--- src/rtl/multi_cycle_ctrl.sv ---
// Multi-cycle MIPS control FSM: steps the shared datapath through
// IF/ID/EX/MEM/WB, waits on the data-memory ready handshake, and halts
// with a sticky error on an illegal instruction or a memory timeout.
module multi_cycle_ctrl #(
    parameter int unsigned WAIT_MAX = 15
) (
    input  logic       clk,
    input  logic       rst_n,
    input  logic [5:0] op_code,
    input  logic [5:0] funct,
    input  logic       zero,
    input  logic       mem_ready,
    output logic       PC_Write,
    output logic [1:0] PC_src,
    output logic       IR_Write,
    output logic       Write_Reg,
    output logic [2:0] ALU_OP,
    output logic       rd_rt_s,
    output logic       imm_s,
    output logic       rt_imm_s,
    output logic       alu_mem_s,
    output logic       Mem_Read,
    output logic       Mem_Write,
    output logic       halt,
    output logic       err
);

    localparam logic [5:0] OP_R     = 6'b000000;
    localparam logic [5:0] OP_ADDI  = 6'b001000;
    localparam logic [5:0] OP_ANDI  = 6'b001100;
    localparam logic [5:0] OP_XORI  = 6'b001110;
    localparam logic [5:0] OP_SLTIU = 6'b001011;
    localparam logic [5:0] OP_LW    = 6'b100011;
    localparam logic [5:0] OP_SW    = 6'b101011;
    localparam logic [5:0] OP_BEQ   = 6'b000100;
    localparam logic [5:0] OP_J     = 6'b000010;

    localparam logic [7:0] WAIT_LAST = 8'(WAIT_MAX - 1);

    typedef enum logic [2:0] {
        S_IDLE, S_IF, S_ID, S_EX, S_MEM, S_WB, S_HALT
    } state_t;

    typedef enum logic [2:0] {
        C_RALU, C_IALU, C_LW, C_SW, C_BEQ, C_J
    } cls_t;

    state_t     state, state_nxt;
    logic [5:0] op_q, funct_q;
    logic [7:0] wait_cnt, wait_cnt_nxt;
    logic       err_nxt;

    cls_t       cls;
    logic [2:0] d_aop;
    logic       d_rdrt, d_imm, d_rtimm, d_am;

    // Instruction legality check on the live IR fields during ID
    function automatic logic is_legal(input logic [5:0] op, input logic [5:0] fn);
        logic ok;
        ok = 1'b0;
        case (op)
            OP_R: begin
                case (fn)
                    6'b100000, 6'b100010, 6'b100100, 6'b100101,
                    6'b100110, 6'b100111, 6'b101011, 6'b000100: ok = 1'b1;
                    default: ok = 1'b0;
                endcase
            end
            OP_ADDI, OP_ANDI, OP_XORI, OP_SLTIU,
            OP_LW, OP_SW, OP_BEQ, OP_J: ok = 1'b1;
            default: ok = 1'b0;
        endcase
        return ok;
    endfunction

    // State, latched instruction fields, wait counter and sticky error
    always_ff @(posedge clk or negedge rst_n) begin
        if (!rst_n) begin
            state    <= S_IDLE;
            op_q     <= '0;
            funct_q  <= '0;
            wait_cnt <= '0;
            err      <= 1'b0;
        end else begin
            state    <= state_nxt;
            wait_cnt <= wait_cnt_nxt;
            err      <= err_nxt;
            if (state == S_ID) begin
                op_q    <= op_code;
                funct_q <= funct;
            end
        end
    end

    // Decode latched op/funct into instruction class and datapath fields
    always_comb begin
        cls      = C_J;
        d_aop    = 3'b000;
        d_rdrt   = 1'b0;
        d_imm    = 1'b0;
        d_rtimm  = 1'b0;
        d_am     = 1'b0;
        case (op_q)
            OP_R: begin
                cls = C_RALU;
                case (funct_q)
                    6'b100000: d_aop = 3'b100;
                    6'b100010: d_aop = 3'b101;
                    6'b100100: d_aop = 3'b000;
                    6'b100101: d_aop = 3'b001;
                    6'b100110: d_aop = 3'b010;
                    6'b100111: d_aop = 3'b011;
                    6'b101011: d_aop = 3'b110;
                    6'b000100: d_aop = 3'b111;
                    default:   d_aop = 3'b000;
                endcase
            end
            OP_ADDI:  begin cls = C_IALU; d_aop = 3'b100; d_imm = 1'b1; d_rtimm = 1'b1; d_rdrt = 1'b1; end
            OP_ANDI:  begin cls = C_IALU; d_aop = 3'b000; d_rtimm = 1'b1; d_rdrt = 1'b1; end
            OP_XORI:  begin cls = C_IALU; d_aop = 3'b010; d_rtimm = 1'b1; d_rdrt = 1'b1; end
            OP_SLTIU: begin cls = C_IALU; d_aop = 3'b110; d_rtimm = 1'b1; d_rdrt = 1'b1; end
            OP_LW:    begin cls = C_LW; d_aop = 3'b100; d_imm = 1'b1; d_rtimm = 1'b1; d_rdrt = 1'b1; d_am = 1'b1; end
            OP_SW:    begin cls = C_SW; d_aop = 3'b100; d_imm = 1'b1; d_rtimm = 1'b1; end
            OP_BEQ:   begin cls = C_BEQ; d_aop = 3'b101; end
            default:  cls = C_J;
        endcase
    end

    // Next-state and per-state control outputs
    always_comb begin
        state_nxt    = state;
        wait_cnt_nxt = wait_cnt;
        err_nxt      = err;
        PC_Write     = 1'b0;
        PC_src       = 2'b00;
        IR_Write     = 1'b0;
        Write_Reg    = 1'b0;
        ALU_OP       = 3'b000;
        rd_rt_s      = 1'b0;
        imm_s        = 1'b0;
        rt_imm_s     = 1'b0;
        alu_mem_s    = 1'b0;
        Mem_Read     = 1'b0;
        Mem_Write    = 1'b0;
        halt         = 1'b0;

        // Datapath selects stay stable for the whole EX..WB span
        if (state == S_EX || state == S_MEM || state == S_WB) begin
            ALU_OP    = d_aop;
            rd_rt_s   = d_rdrt;
            imm_s     = d_imm;
            rt_imm_s  = d_rtimm;
            alu_mem_s = d_am;
        end

        case (state)
            S_IDLE: state_nxt = S_IF;
            S_IF: begin
                IR_Write  = 1'b1;
                PC_Write  = 1'b1;
                state_nxt = S_ID;
            end
            S_ID: begin
                if (is_legal(op_code, funct)) begin
                    state_nxt = S_EX;
                end else begin
                    state_nxt = S_HALT;
                    err_nxt   = 1'b1;
                end
            end
            S_EX: begin
                wait_cnt_nxt = '0;
                case (cls)
                    C_RALU, C_IALU: state_nxt = S_WB;
                    C_LW, C_SW:     state_nxt = S_MEM;
                    C_BEQ: begin
                        PC_src    = 2'b01;
                        PC_Write  = zero;
                        state_nxt = S_IF;
                    end
                    default: begin
                        PC_src    = 2'b10;
                        PC_Write  = 1'b1;
                        state_nxt = S_IF;
                    end
                endcase
            end
            S_MEM: begin
                Mem_Read  = (cls == C_LW);
                Mem_Write = (cls == C_SW);
                // ready is checked before the timeout so a late ready still succeeds
                if (mem_ready) begin
                    wait_cnt_nxt = '0;
                    state_nxt    = (cls == C_LW) ? S_WB : S_IF;
                end else if (wait_cnt == WAIT_LAST) begin
                    wait_cnt_nxt = wait_cnt + 8'd1;
                    state_nxt    = S_HALT;
                    err_nxt      = 1'b1;
                end else begin
                    wait_cnt_nxt = wait_cnt + 8'd1;
                end
            end
            S_WB: begin
                Write_Reg = 1'b1;
                state_nxt = S_IF;
            end
            S_HALT: halt = 1'b1;
            default: state_nxt = S_IDLE;
        endcase
    end

endmodule

--- config.mk ---
export PLATFORM = sky130hd
export DESIGN_NAME = multi_cycle_ctrl
export DESIGN_NICKNAME = d
export VERILOG_FILES = /design/src/rtl/multi_cycle_ctrl.sv
export SDC_FILE = /design/constraint.sdc
export NUM_CORES = 1
export LEC_CHECK = 0
export CORE_MARGIN = 5
export CORE_UTILIZATION = 30
export CTS_CLUSTER_DIAMETER = 30
export CTS_CLUSTER_SIZE = 14
export DETAILED_ROUTE_END_ITERATION = 8
export PLACE_DENSITY = 0.62
export SLEW_MARGIN = 0
export SYNTH_ARGS = -nofsm -noshare
export SYNTH_HDL_FRONTEND = slang
export SYNTH_SLANG_ARGS = --single-unit
--- constraint.sdc ---
create_clock -name clk -period 3.95 [get_ports clk]
set_input_delay 0.79 -clock clk [delete_from_list [all_inputs] [get_ports clk]]
set_output_delay 0.79 -clock clk [all_outputs]
set_load 0.1 [all_outputs]
# [Word-level counts from Yosys, hierarchy flattened]
# Cells that the tools add are included.
[totals] ramBits=0 ff_bits=24 n_memories=0 romBits=0 output_inout_bits=16 in_bits=16 word_cells=108 latch_bits=0
[classes] reduce_logical=20 n_mul=0 add_sub_neg=1 bitwise_logic=1 n_eq_ne=45 mux=36 order_cmp=0 shifts=0 div=0
[ops] operator="$eq A6 B6 Y1 const B" count=17
[ops] operator="$eq A6 B4 Y1 const B" count=8
[ops] operator="$pmux W3 S5" count=2
[ops] operator="$eq A6 B3 Y1 const B" count=4
[ops] operator="$pmux W3 S7" count=1
[ops] operator="$mux W1" count=18
[ops] operator="$pmux W3 S6" count=1
[ops] operator="$pmux W8 S2" count=1
[ops] operator="$reduce_or A8 Y1" count=2
[ops] operator="$mux W3" count=5
[ops] operator="$eq A3 B2 Y1 const B" count=4
[ops] operator="$eq A3 B3 Y1 const B" count=4
[ops] operator="$logic_not A6 Y1" count=2
[ops] operator="$add A8 B1 Y8 const B" count=1
[ops] operator="$eq A8 B4 Y1 const B" count=1
[ops] operator="$mux W8" count=1
[ops] operator="$pmux W1 S2" count=4
[ops] operator="$reduce_or A4 Y1" count=2
[ops] operator="$eq A3 B1 Y1 const B" count=2
[ops] operator="$eq A6 B2 Y1 const B" count=1
[ops] operator="$logic_not A3 Y1" count=2
[ops] operator="$pmux W3 S2" count=1
[ops] operator="$reduce_or A2 Y1" count=3
[ops] operator="$reduce_or A6 Y1" count=1
[ops] operator="12 further kinds" count=15

# [Depth between registers and ports, before layout]
# Gate-level depths: netlist (run 1).
[logic_depth] word_depth=7 mapped_depth=7 ltp_nobuf=6

# [Worst setup path after synthesis (run 1)]
# Ideal clock, no wire load.
[synth_timing] path_type="register to output" from="reg op_q[3]" to="out Mem_Write" path_buffers=1 arrival_time_ps=3673 slack_ps=-513 required_time_ps=3160 stages_incl_launch_ff=4 cell_sequence="dfrtp_1 buf_1 inv_1 nor4_1"
[synth_via] elab_chain_cells=5 elab_cells_between_ends=12 classes_between="eq/ne: 8; mux: 2; reduce/logical: 2"
[synth_lines] item="from (decl)" line_no="49" source="logic [5:0] op_q, funct_q;"
[synth_lines] item="from (signal assigned)" line_no="89" source="op_q <= op_code;"
[synth_lines] item="$eq A6 B4 Y1" line_no="103" source="case (op_q)"
[synth_lines] item="$reduce_or A4 Y1 (no source line)"
[synth_lines] item="$pmux W3 S5 (*)" line_no="103"
[synth_lines] item="$eq A3 B2 Y1 (*)" line_no="190" source="Mem_Write = (cls == C_SW);"
[synth_lines] item="$mux W1 (*)" line_no="156" source="case (state)"
[synth_lines] item="to (decl)" line_no="23" source="output logic Mem_Write,"
# Mark *: on every way between the ends. The rest lies on a longest branch, timed or not.

# [Worst setup path in the final report (run 1)]
[layout_timing] from="reg op_q[0]" to="out ALU_OP[2]"
[layout_via] elab_chain_cells=4 elab_cells_between_ends=10 classes_between="eq/ne: 6; mux: 2; reduce/logical: 2"
[layout_lines] item="$eq A6 B6 Y1 / $eq A6 B4 Y1 (equally long branches)" line_no="103"
[layout_lines] item="$reduce_or A3 Y1 (no source line)"
[layout_lines] item="$pmux W3 S5 (*)" line_no="103"
[layout_lines] item="$mux W3 (*)" line_no="148" source="if (state == S_EX || state == S_MEM || state == S_WB) begin"
[layout_lines] item="to (decl)" line_no="17" source="output logic [2:0] ALU_OP,"
# Marked as above.

==> impl_metrics.py, run 1 <==
metrics = {
    "cts": {
        "cts_tree": "yes",
        "cts.path.max_buffers": 2,
        "cts_inserted_buffers": 3,
        "cts_setup_buffers": 0,
        "clk_latency_ns": 0.26,
        "path_clk_slew_ns": 0.09,
        "h-tree-depth": 1,
        "cts_hold_buf": 0,
        "clock-root-buffer": "clkbuf_8",
        "ctsResizeCount": 0,
        "clock_sinks": 24,
    },
    "yosys": {
        "synth_area_sq_mm": 0.00157,
        "synth_nets": 195,
        "synth_top_area_cell": "dfrtp_1",
        "yosys_warnings": 0,
        "synthArstFlopShare_pct": 100,
        "ys_top_cells_by_area": "dfrtp_1 (38%), mux2_2 (8.6%), o21ai_0 (5.1%), nand2_1 (5.0%), nor2_1 (3.8%)",
        "syn_avg_cell_area_sq_um": 8.86,
        "yosys.area.top_type_share_pct": 38.3,
        "ys_ff_latch": 24,
        "synth_ff_type": "dfrtp_1",
        "synth_cell_type_count": 51,
        "synth-edff-count": 0,
        "syn_inst": 177,
        "ys_seq_area_share_pct": 38.3,
    },
    "detailed_routing": {
        "drc": 0,
        "firstDrtPassIters": 4,
        "wl_per_cell_um": 13.4,
        "drtIter0Drc": 50,
        "via_per_inst": 5.11,
        "antenna_left": 0,
        "num_vias": 1416,
        "routed_wl_um": 3700,
    },
    "finish": {
        "seq_area_sq_um": 601,
        "fillers": 528,
        "final_area_sq_mm": 0.00199,
        "fin_nets": 226,
        "multi_input_area_sq_um": 937,
        "layout.cells.most_common_list": "dfrtp_1 (24), nand2_1 (21), clkdlybuf4s50_1 (17)",
        "antenna_cells": 0,
        "syn_to_final_growth_pct": 26.8,
        "layout-drive-gt1-share_pct": 19.3,
        "layout_commonest_cell": "dfrtp_1",
    },
    "placement": {
        "place.port_buffers": 31,
        "placed_cell_area_sq_mm": 0.00193,
        "finalWeightedCongestion": 0.767,
        "hpwlAfterDp_um": 2800,
    },
    "sta": {
        "hold_viol_final": 0,
        "finalCritPeriodShare_pct": 77.2,
        "rsz0062_at_grt": "false",
        "drv_slew": 0,
        "setup_viol": 0,
        "setup_tns_ns": 0,
        "clock.fmax_mhz": 328,
        "fin_crit_ns": 3.05,
        "worst_clock_skew_ns": 0.00608,
        "tightest_slew_ns": 0.968,
        "maxSlewHeadroom_pct": 35.3,
    },
    "pwr": {
        "ir_drop_mv": 0.532,
        "leakage_nw": 0.806,
        "finalPower_mw": 1.37,
        "pwr_density_cell_mw_per_mm2": 686,
    },
    "setup_path": {
        "required_ns": 3.16,
        "critPathKind": "reg2out",
        "startpoint": "op_q[0]",
        "cp_data_arrival_time_ns": 2.26,
        "endpoint_kind": "output pin",
        "cp_max_fo": 6,
        "rrSetupSlack_ns": 2.21,
        "worstSetupStartpointType": "register",
        "r2r-start": "op_q[2]",
    },
    "global_routing": {
        "grt_max_degree": 25,
        "grt_pass1_wl_um": 6130,
        "antenna_found_initial": 0,
        "grt_overflow": 0,
        "first_global_vias": 1269,
        "global_route.usage.total_pct": 11.6,
    },
    "floorplan": {
        "die_x_um": 82.3,
        "rows": 26,
        "pin_count": 32,
        "core_area_sq_mm": 0.00511,
        "die-height_um": 82.3,
        "dieArea_sq_mm": 0.00678,
        "start_util_pct": 30.7,
    },
    "outcome": {
        "status": "complete, no violations",
    },
    "worst_hold_path": {
        "min_path_type": "reg2reg",
        "hp-start": "err",
    },
    "run": {
        "drv_cap": 0,
    },
}
[synth_stat cells, types with 2 or more instances]
cell type  number
xor2_1          3
a31oi_1         4
o21bai_1        3
dfrtp_1        24
inv_1           5
and3_1          4
buf_2           3
nand2_1        21
or3b_1          2
nor3_1          4
nor4_1          2
mux2_2         12
nand2b_1        3
mux2i_1         2
nor2_1         16
or4_1           2
ha_1            2
o21ai_0        16
nand3_1         5
clkbuf_1        3
nand4_1         2
a21oi_1         8
nor2b_1         3
[path summary, 6_finish.rpt]
path	endpoint	depth (start not counted)
worst max-delay path	ALU_OP[2]	6
worst min-delay path	err	2
worst max register to register	state[2]	5
worst min register to register	err	2
max in group asynchronous	op_q[0]	2
min in group asynchronous	wait_cnt[2]	2
[state kept, by name, indices dropped and copies added (netlist names)]
signal	flops
err	1
op_q	6
wait_cnt	8
funct_q	6
state	3
[cell type report]
type	instances	share of cell area (%)
multi-input cells	141	47.1
flip-flops and latches	24	30.2
clock buffers	4	2.77
inverters	5	0.943
repair buffers	33	14.6
well taps	70	4.40
[through the flow]
stage	hold slack (ns)	std cells	worst slack, ns	utilization, %
3_5_place_dp	0.493	273	1.18	37.9
5_1_grt	0.562	277	0.740	39.0
4_1_cts	0.527	277	0.878	39.0
2_1_floorplan	0.465	177	0.0506	-
6_report	0.517	277	0.902	39.0
3_3_place_gp	0.498	273	1.21	37.9
[metal layers]
layer / global-route usage [%] / vias to the layer above / part of all wire, % / routed length (um)
met5: 0 / - / 0 / 0
met4: 4.65 / 0 / 0.97 / 36
met3: 1.08 / 2 / 4.3 / 159
met2: 17.9 / 25 / 46 / 1700
met1: 16.7 / 668 / 49 / 1810
li1: - / 721 / - / -
[logic make-up after synthesis]
family	synth area share [%]
buffers and inverters	3.11
AND/OR/NAND/NOR	26.2
flip-flops	38.3
adder cells (fa/ha/maj)	1.59
AO/OA/AOI/OAI	19.2
multiplexers	9.89
XOR/XNOR	1.67
[power by group]
part           leakage [nW]  switching, mW  internal (mW)
combinational         0.481          0.440          0.261
sequential            0.297          0.168          0.331
clock                0.0288         0.0768         0.0889
[worst max-delay path, cell delays in order, from the launching register on]
cell and delay [ns]:
dfrtp_1 0.45, or3_4 0.42, nor2_1 0.19, nor4b_2 0.26
a2bb2oi_1 0.11, a311oi_2 0.24, buf_4 0.32
No activity file was read; power rests on OpenSTA's default activity.
==> run 2: changes to the inputs <==
--- a/config.mk
+++ b/config.mk
@@ -10,7 +10,7 @@
 export CTS_CLUSTER_DIAMETER = 30
 export CTS_CLUSTER_SIZE = 14
 export DETAILED_ROUTE_END_ITERATION = 8
-export PLACE_DENSITY = 0.62
+export PLACE_DENSITY = 0.64
 export SLEW_MARGIN = 0
 export SYNTH_ARGS = -nofsm -noshare
 export SYNTH_HDL_FRONTEND = slang
==> constraint.sdc (replaced) <==
create_clock -name clk -period 2.5 [get_ports clk]
set_input_delay 0.5 -clock clk [delete_from_list [all_inputs] [get_ports clk]]
set_output_delay 0.5 -clock clk [all_outputs]
set_load 0.1 [all_outputs]
==> run 2 against run 1 <==
- the flow now finishes with violations (negative setup slack)
- critical path depth shrank 1
- first-iteration DRC count up 8.0%
- core utilization increased by 7.4 points
- largest cell class unchanged
- sequential share of layout area fell by 4.8 points
- sequential power rose by 40%
==> impl_metrics.py, run 2 (synthesis results as in run 1) <==
metrics = {
    "setup_path": {
        "worstSetupStartpointType": "register",
        "reg2reg_to": "wait_cnt[3]",
        "cp_data_arrival_time_ns": 2.00,
        "r2r_cells": 6,
        "cp_max_fo": 6,
        "startpoint": "op_q[5]",
        "cp_slowest_stage_delay_ns": 0.53,
        "crit_chain": "or3_4, or4b_4, o21ai_2, a21oi_2, buf_12",
        "r2r-start": "state[1]",
        "crit_buf_inv": 1,
        "critical-path-slowest-cell": "or4b_4",
        "required_ns": 2.00,
        "critPathKind": "reg2out",
        "endpoint": "PC_Write",
        "crit_family": "simple AND/OR/NAND/NOR gates",
        "critical_path_depth": 5,
        "endpoint_kind": "output pin",
        "rrSetupSlack_ns": 0.81,
    },
    "global_routing": {
        "global_route.usage.total_pct": 13.1,
        "first_global_vias": 1453,
        "grt_max_degree": 25,
        "antenna_found_initial": 0,
        "grt_overflow": 0,
        "grt_pass1_wl_um": 6930,
    },
    "placement": {
        "place.port_buffers": 31,
        "dp.cells": 282,
        "hpwlAfterDp_um": 3050,
        "finalWeightedCongestion": 0.771,
    },
    "pwr": {
        "ir_drop_mv": 0.647,
        "leakage_nw": 0.924,
        "pwr_density_cell_mw_per_mm2": 1090,
    },
    "detailed_routing": {
        "wl_per_cell_um": 13.8,
        "highest_layer": "met4",
        "routed_wl_um": 3970,
        "met1_length_um": 1910,
        "wl_met2_um": 1910,
        "via_per_inst": 5.08,
        "drc": 0,
        "met3_length_um": 89,
        "firstDrtPassIters": 4,
        "antenna_left": 0,
        "num_vias": 1464,
        "drtIter0Drc": 54,
    },
    "floorplan": {
        "core_area_sq_mm": 0.00511,
        "dieArea_sq_mm": 0.00678,
        "rows": 26,
        "start_util_pct": 30.7,
        "pin_count": 32,
        "die_x_um": 82.3,
        "die-height_um": 82.3,
    },
    "sta": {
        "drv_slew": 0,
        "hold_viol_final": 0,
        "clock.fmax_mhz": 400,
        "tightest_slew_ns": 0.592,
        "rsz0062_at_grt": "true",
        "setup_viol": 1,
        "maxSlewHeadroom_pct": 60.5,
        "worst_clock_skew_ns": 0.00842,
        "setup_slack_ns": -0.00296,
        "finalCritPeriodShare_pct": 100,
        "fin_crit_ns": 2.50,
    },
    "finish": {
        "fin_util_pct": 46.3,
        "finalNonFillerCells": 288,
        "layout_commonest_cell": "dfrtp_1",
        "layout.cells.most_common_list": "dfrtp_1 (24), nand2_1 (20), buf_4 (16)",
        "layout-drive-gt1-share_pct": 32.6,
        "fin_nets": 238,
        "fillers": 494,
        "antenna_cells": 0,
        "syn_to_final_growth_pct": 50.9,
        "largest_reg_flops": 8,
        "reg_top3": "wait_cnt (8), funct_q (6), op_q (6)",
        "regMostFlops": "wait_cnt",
    },
    "cts": {
        "clock-root-buffer": "clkbuf_8",
        "clock_sinks": 24,
        "cts_hold_buf": 0,
        "cts_inserted_buffers": 3,
        "path_clk_slew_ns": 0.08,
        "cts_tree": "yes",
        "cts.path.max_buffers": 2,
        "h-tree-depth": 1,
        "clk_latency_ns": 0.26,
    },
    "run": {
        "drv_cap": 0,
    },
    "outcome": {
        "violations": "negative setup slack",
        "status": "finished with violations",
    },
    "worst_hold_path": {
        "hp-start": "err",
        "min_path_type": "reg2reg",
    },
}
-- run 2: how the worst min path moves through the flow --
stage	endpoint	slack (ns)	depth (start not counted)
floorplan	err	0.20	0
global placement	err	0.49	2
detailed placement	err	0.49	2
CTS	wait_cnt[3]	0.51	1
global route	wait_cnt[3]	0.53	1
finish	err	0.51	2
-- run 2: final cells by class --
| class | count | area, sq um | area share (%) |
|---|---|---|---|
| clock buffers | 3 | 41.3 | 1.74 |
| inverters | 5 | 18.8 | 0.793 |
| multi-input cells | 141 | 1070 | 45.1 |
| flip-flops and latches | 24 | 601 | 25.4 |
| well taps | 70 | 87.6 | 3.70 |
| repair buffers | 45 | 551 | 23.3 |
-- run 2: worst register-to-register path: stages, from the launching register on --
cell and delay (ns):
dfrtp_1 0.40, buf_4 0.18, nor2_1 0.19, nand2_1 0.14
nor2_1 0.39, nand4_1 0.14, o21ai_0 0.17
-- run 2: routing by layer --
metal / vias up / track usage [%]
li1: 737 / -
met1: 701 / 17.3
met2: 22 / 22.5
met3: 4 / 0.976
met4: 0 / 4.49
met5: - / 0
-- run 2: power by group --
group          switching (mW)  internal (mW)
logic                   0.964          0.697
clock network           0.115          0.108
registers               0.173          0.523
total                    1.25           1.33
-- run 2: timing repair --
| action | 4_1_cts | 5_1_grt |
|---|---|---|
| buffers inserted | 3 | 0 |
| setup endpoints to repair | 5 | 7 |
| gates resized for setup | 11 | 5 |
| pin swaps | 2 | 3 |
-- run 2: metrics by stage --
| step | TNS (ns) | hold WS (ns) | setup slack [ns] | total power [mW] | area (sq um) |
|---|---|---|---|---|---|
| 3_3_place_gp | 0 | 0.489 | 0.165 | 2.22 | 2250 |
| 5_1_grt | -0.245 | 0.534 | -0.0781 | 2.75 | 2370 |
| 2_1_floorplan | -1.62 | 0.204 | -0.543 | 1.72 | 1670 |
| 4_1_cts | -0.0619 | 0.513 | -0.0446 | 2.56 | 2360 |
| 3_5_place_dp | 0 | 0.490 | 0.142 | 2.24 | 2250 |
| 6_report | -0.00296 | 0.513 | -0.00296 | 2.58 | 2370 |
==> run 3: changes to the inputs <==
--- a/config.mk
+++ b/config.mk
@@ -11,7 +11,8 @@
 export CTS_CLUSTER_SIZE = 14
 export DETAILED_ROUTE_END_ITERATION = 8
 export PLACE_DENSITY = 0.64
-export SLEW_MARGIN = 0
+export REMOVE_ABC_BUFFERS = 1
+export SLEW_MARGIN = 20
 export SYNTH_ARGS = -nofsm -noshare
 export SYNTH_HDL_FRONTEND = slang
 export SYNTH_SLANG_ARGS = --single-unit
==> run 3 against run 2 <==
- the run still ends with negative setup slack left
- setup slack lost 0.013 ns
- maximum frequency shrank 0.53%
- power shrank 3.0%
- die area is the same
- routed wire length shrank 2.8%
- final area shrank 2.4%
- sequential cell count is the same
- register-to-register slack gained 0.08 ns
- final cell count is the same
==> impl_metrics.py, run 3 (synthesis results as in run 1) <==
metrics = {
    "sta": {
        "rsz0062_at_grt": "true",
        "setup_slack_ns": -0.0164,
        "hold_viol_final": 0,
        "clock.fmax_mhz": 397,
        "drv_slew": 0,
        "setup_viol": 2,
        "finalCritPeriodShare_pct": 101,
        "fin_crit_ns": 2.52,
        "tightest_slew_ns": 0.564,
        "worst_clock_skew_ns": 0.0119,
        "maxSlewHeadroom_pct": 62.4,
    },
    "pwr": {
        "ir_drop_mv": 0.530,
        "leakage_nw": 0.909,
        "pwr_density_cell_mw_per_mm2": 1080,
    },
    "setup_path": {
        "r2r_cells": 5,
        "critPathKind": "reg2out",
        "worstSetupStartpointType": "register",
        "reg2reg_to": "state[2]",
        "required_ns": 2.00,
        "endpoint": "PC_Write",
        "cp_data_arrival_time_ns": 2.02,
        "rrSetupSlack_ns": 0.89,
        "r2r-start": "op_q[1]",
        "startpoint": "op_q[1]",
        "endpoint_kind": "output pin",
        "cp_max_fo": 6,
    },
    "detailed_routing": {
        "drc": 0,
        "wl_per_cell_um": 13.4,
        "via_per_inst": 5.11,
        "antenna_left": 0,
        "routed_wl_um": 3860,
        "drtIter0Drc": 82,
        "firstDrtPassIters": 4,
        "num_vias": 1472,
    },
    "cts": {
        "h-tree-depth": 1,
        "clock-root-buffer": "clkbuf_8",
        "clock_sinks": 24,
        "clk_latency_ns": 0.27,
        "cts_hold_buf": 0,
        "cts_inserted_buffers": 3,
        "cts_tree": "yes",
        "path_clk_slew_ns": 0.09,
        "cts.path.max_buffers": 2,
    },
    "finish": {
        "largest_reg_flops": 8,
        "seq_area_sq_um": 604,
        "final_area_sq_mm": 0.00231,
        "fin_nets": 237,
        "layout-drive-gt1-share_pct": 31.7,
        "layout.cells.most_common_list": "nand2_1 (21), dfrtp_1 (21), clkdlybuf4s50_1 (15), buf_4 (15)",
        "syn_to_final_growth_pct": 47.2,
        "multi_input_area_sq_mm": 0.00100,
        "reg_top3": "wait_cnt (8), funct_q (6), op_q (6)",
        "fillers": 485,
        "finalNonFillerCells": 288,
        "antenna_cells": 0,
        "regMostFlops": "wait_cnt",
        "fin_util_pct": 45.2,
    },
    "outcome": {
        "violations": "negative setup slack",
        "status": "finished with violations",
    },
    "global_routing": {
        "grt_overflow": 0,
        "grt_pass1_wl_um": 6510,
        "first_global_vias": 1395,
        "global_route.usage.total_pct": 12.3,
        "grt_max_degree": 25,
        "antenna_found_initial": 0,
    },
    "floorplan": {
        "rows": 26,
        "start_util_pct": 30.7,
        "dieArea_sq_mm": 0.00678,
        "pin_count": 32,
        "die_x_um": 82.3,
        "core_area_sq_mm": 0.00511,
        "die-height_um": 82.3,
    },
    "placement": {
        "dp.cells": 281,
        "place.port_buffers": 31,
        "hpwlAfterDp_um": 2910,
        "finalWeightedCongestion": 0.787,
        "placed_cell_area_sq_mm": 0.00215,
        "pre_cts_ws_ns": 0.0210,
    },
    "run": {
        "drv_cap": 0,
    },
    "worst_hold_path": {
        "min_path_type": "reg2reg",
    },
}
-- run 3: critical path, stage by stage, from the launching register on --
cell	delay [ns]
dfrtp_1	0.38
or3_4	0.43
or4b_4	0.54
o21ai_2	0.15
a21oi_2	0.09
buf_12	0.17
-- run 3: final cells by class --
class	count	area share [%]
inverter	5	0.813
tap	70	3.79
clock buffer	4	2.38
multi-input combinational	141	43.3
sequential	24	26.2
timing repair buffer	44	23.5
-- run 3: worst min-delay path by stage --
stage           startpoint           to  slack [ns]  cells after the start
2_1_floorplan        rst_n          err        0.20                      0
3_3_place_gp           err          err        0.48                      2
3_5_place_dp           err          err        0.47                      2
4_1_cts                err          err        0.50                      2
5_1_grt        wait_cnt[3]  wait_cnt[3]        0.53                      1
6_report               err          err        0.50                      2
-- run 3: power breakdown --
part           switching (mW)  internal (mW)
Sequential              0.196          0.529
Combinational           0.863          0.647
Clock                   0.127          0.141
-- run 3: per-layer routing --
metal | global-route usage (%) | vias to the layer above | part of all wire [%]
li1 | - | 737 | -
met1 | 15.8 | 702 | 45
met2 | 21.0 | 29 | 50
met3 | 1.08 | 4 | 3.6
met4 | 4.98 | 0 | 1.3
met5 | 0 | - | 0
-- run 3: through the flow --
| step | power, mW | hold WS [ns] | TNS [ns] |
|---|---|---|---|
| global placement | 2.06 | 0.476 | 0 |
| finish | 2.50 | 0.503 | -0.0224 |
| CTS | 2.48 | 0.504 | -0.0285 |
| detailed placement | 2.09 | 0.473 | 0 |
| floorplan | 1.60 | 0.204 | -10.27 |
| global route | 2.67 | 0.533 | -0.370 |
-- run 3: repair_timing --
action                     CTS  global route
pin swaps                    5             3
setup endpoints to repair    7             9
buffers inserted             3             0
gates resized for setup     16             9
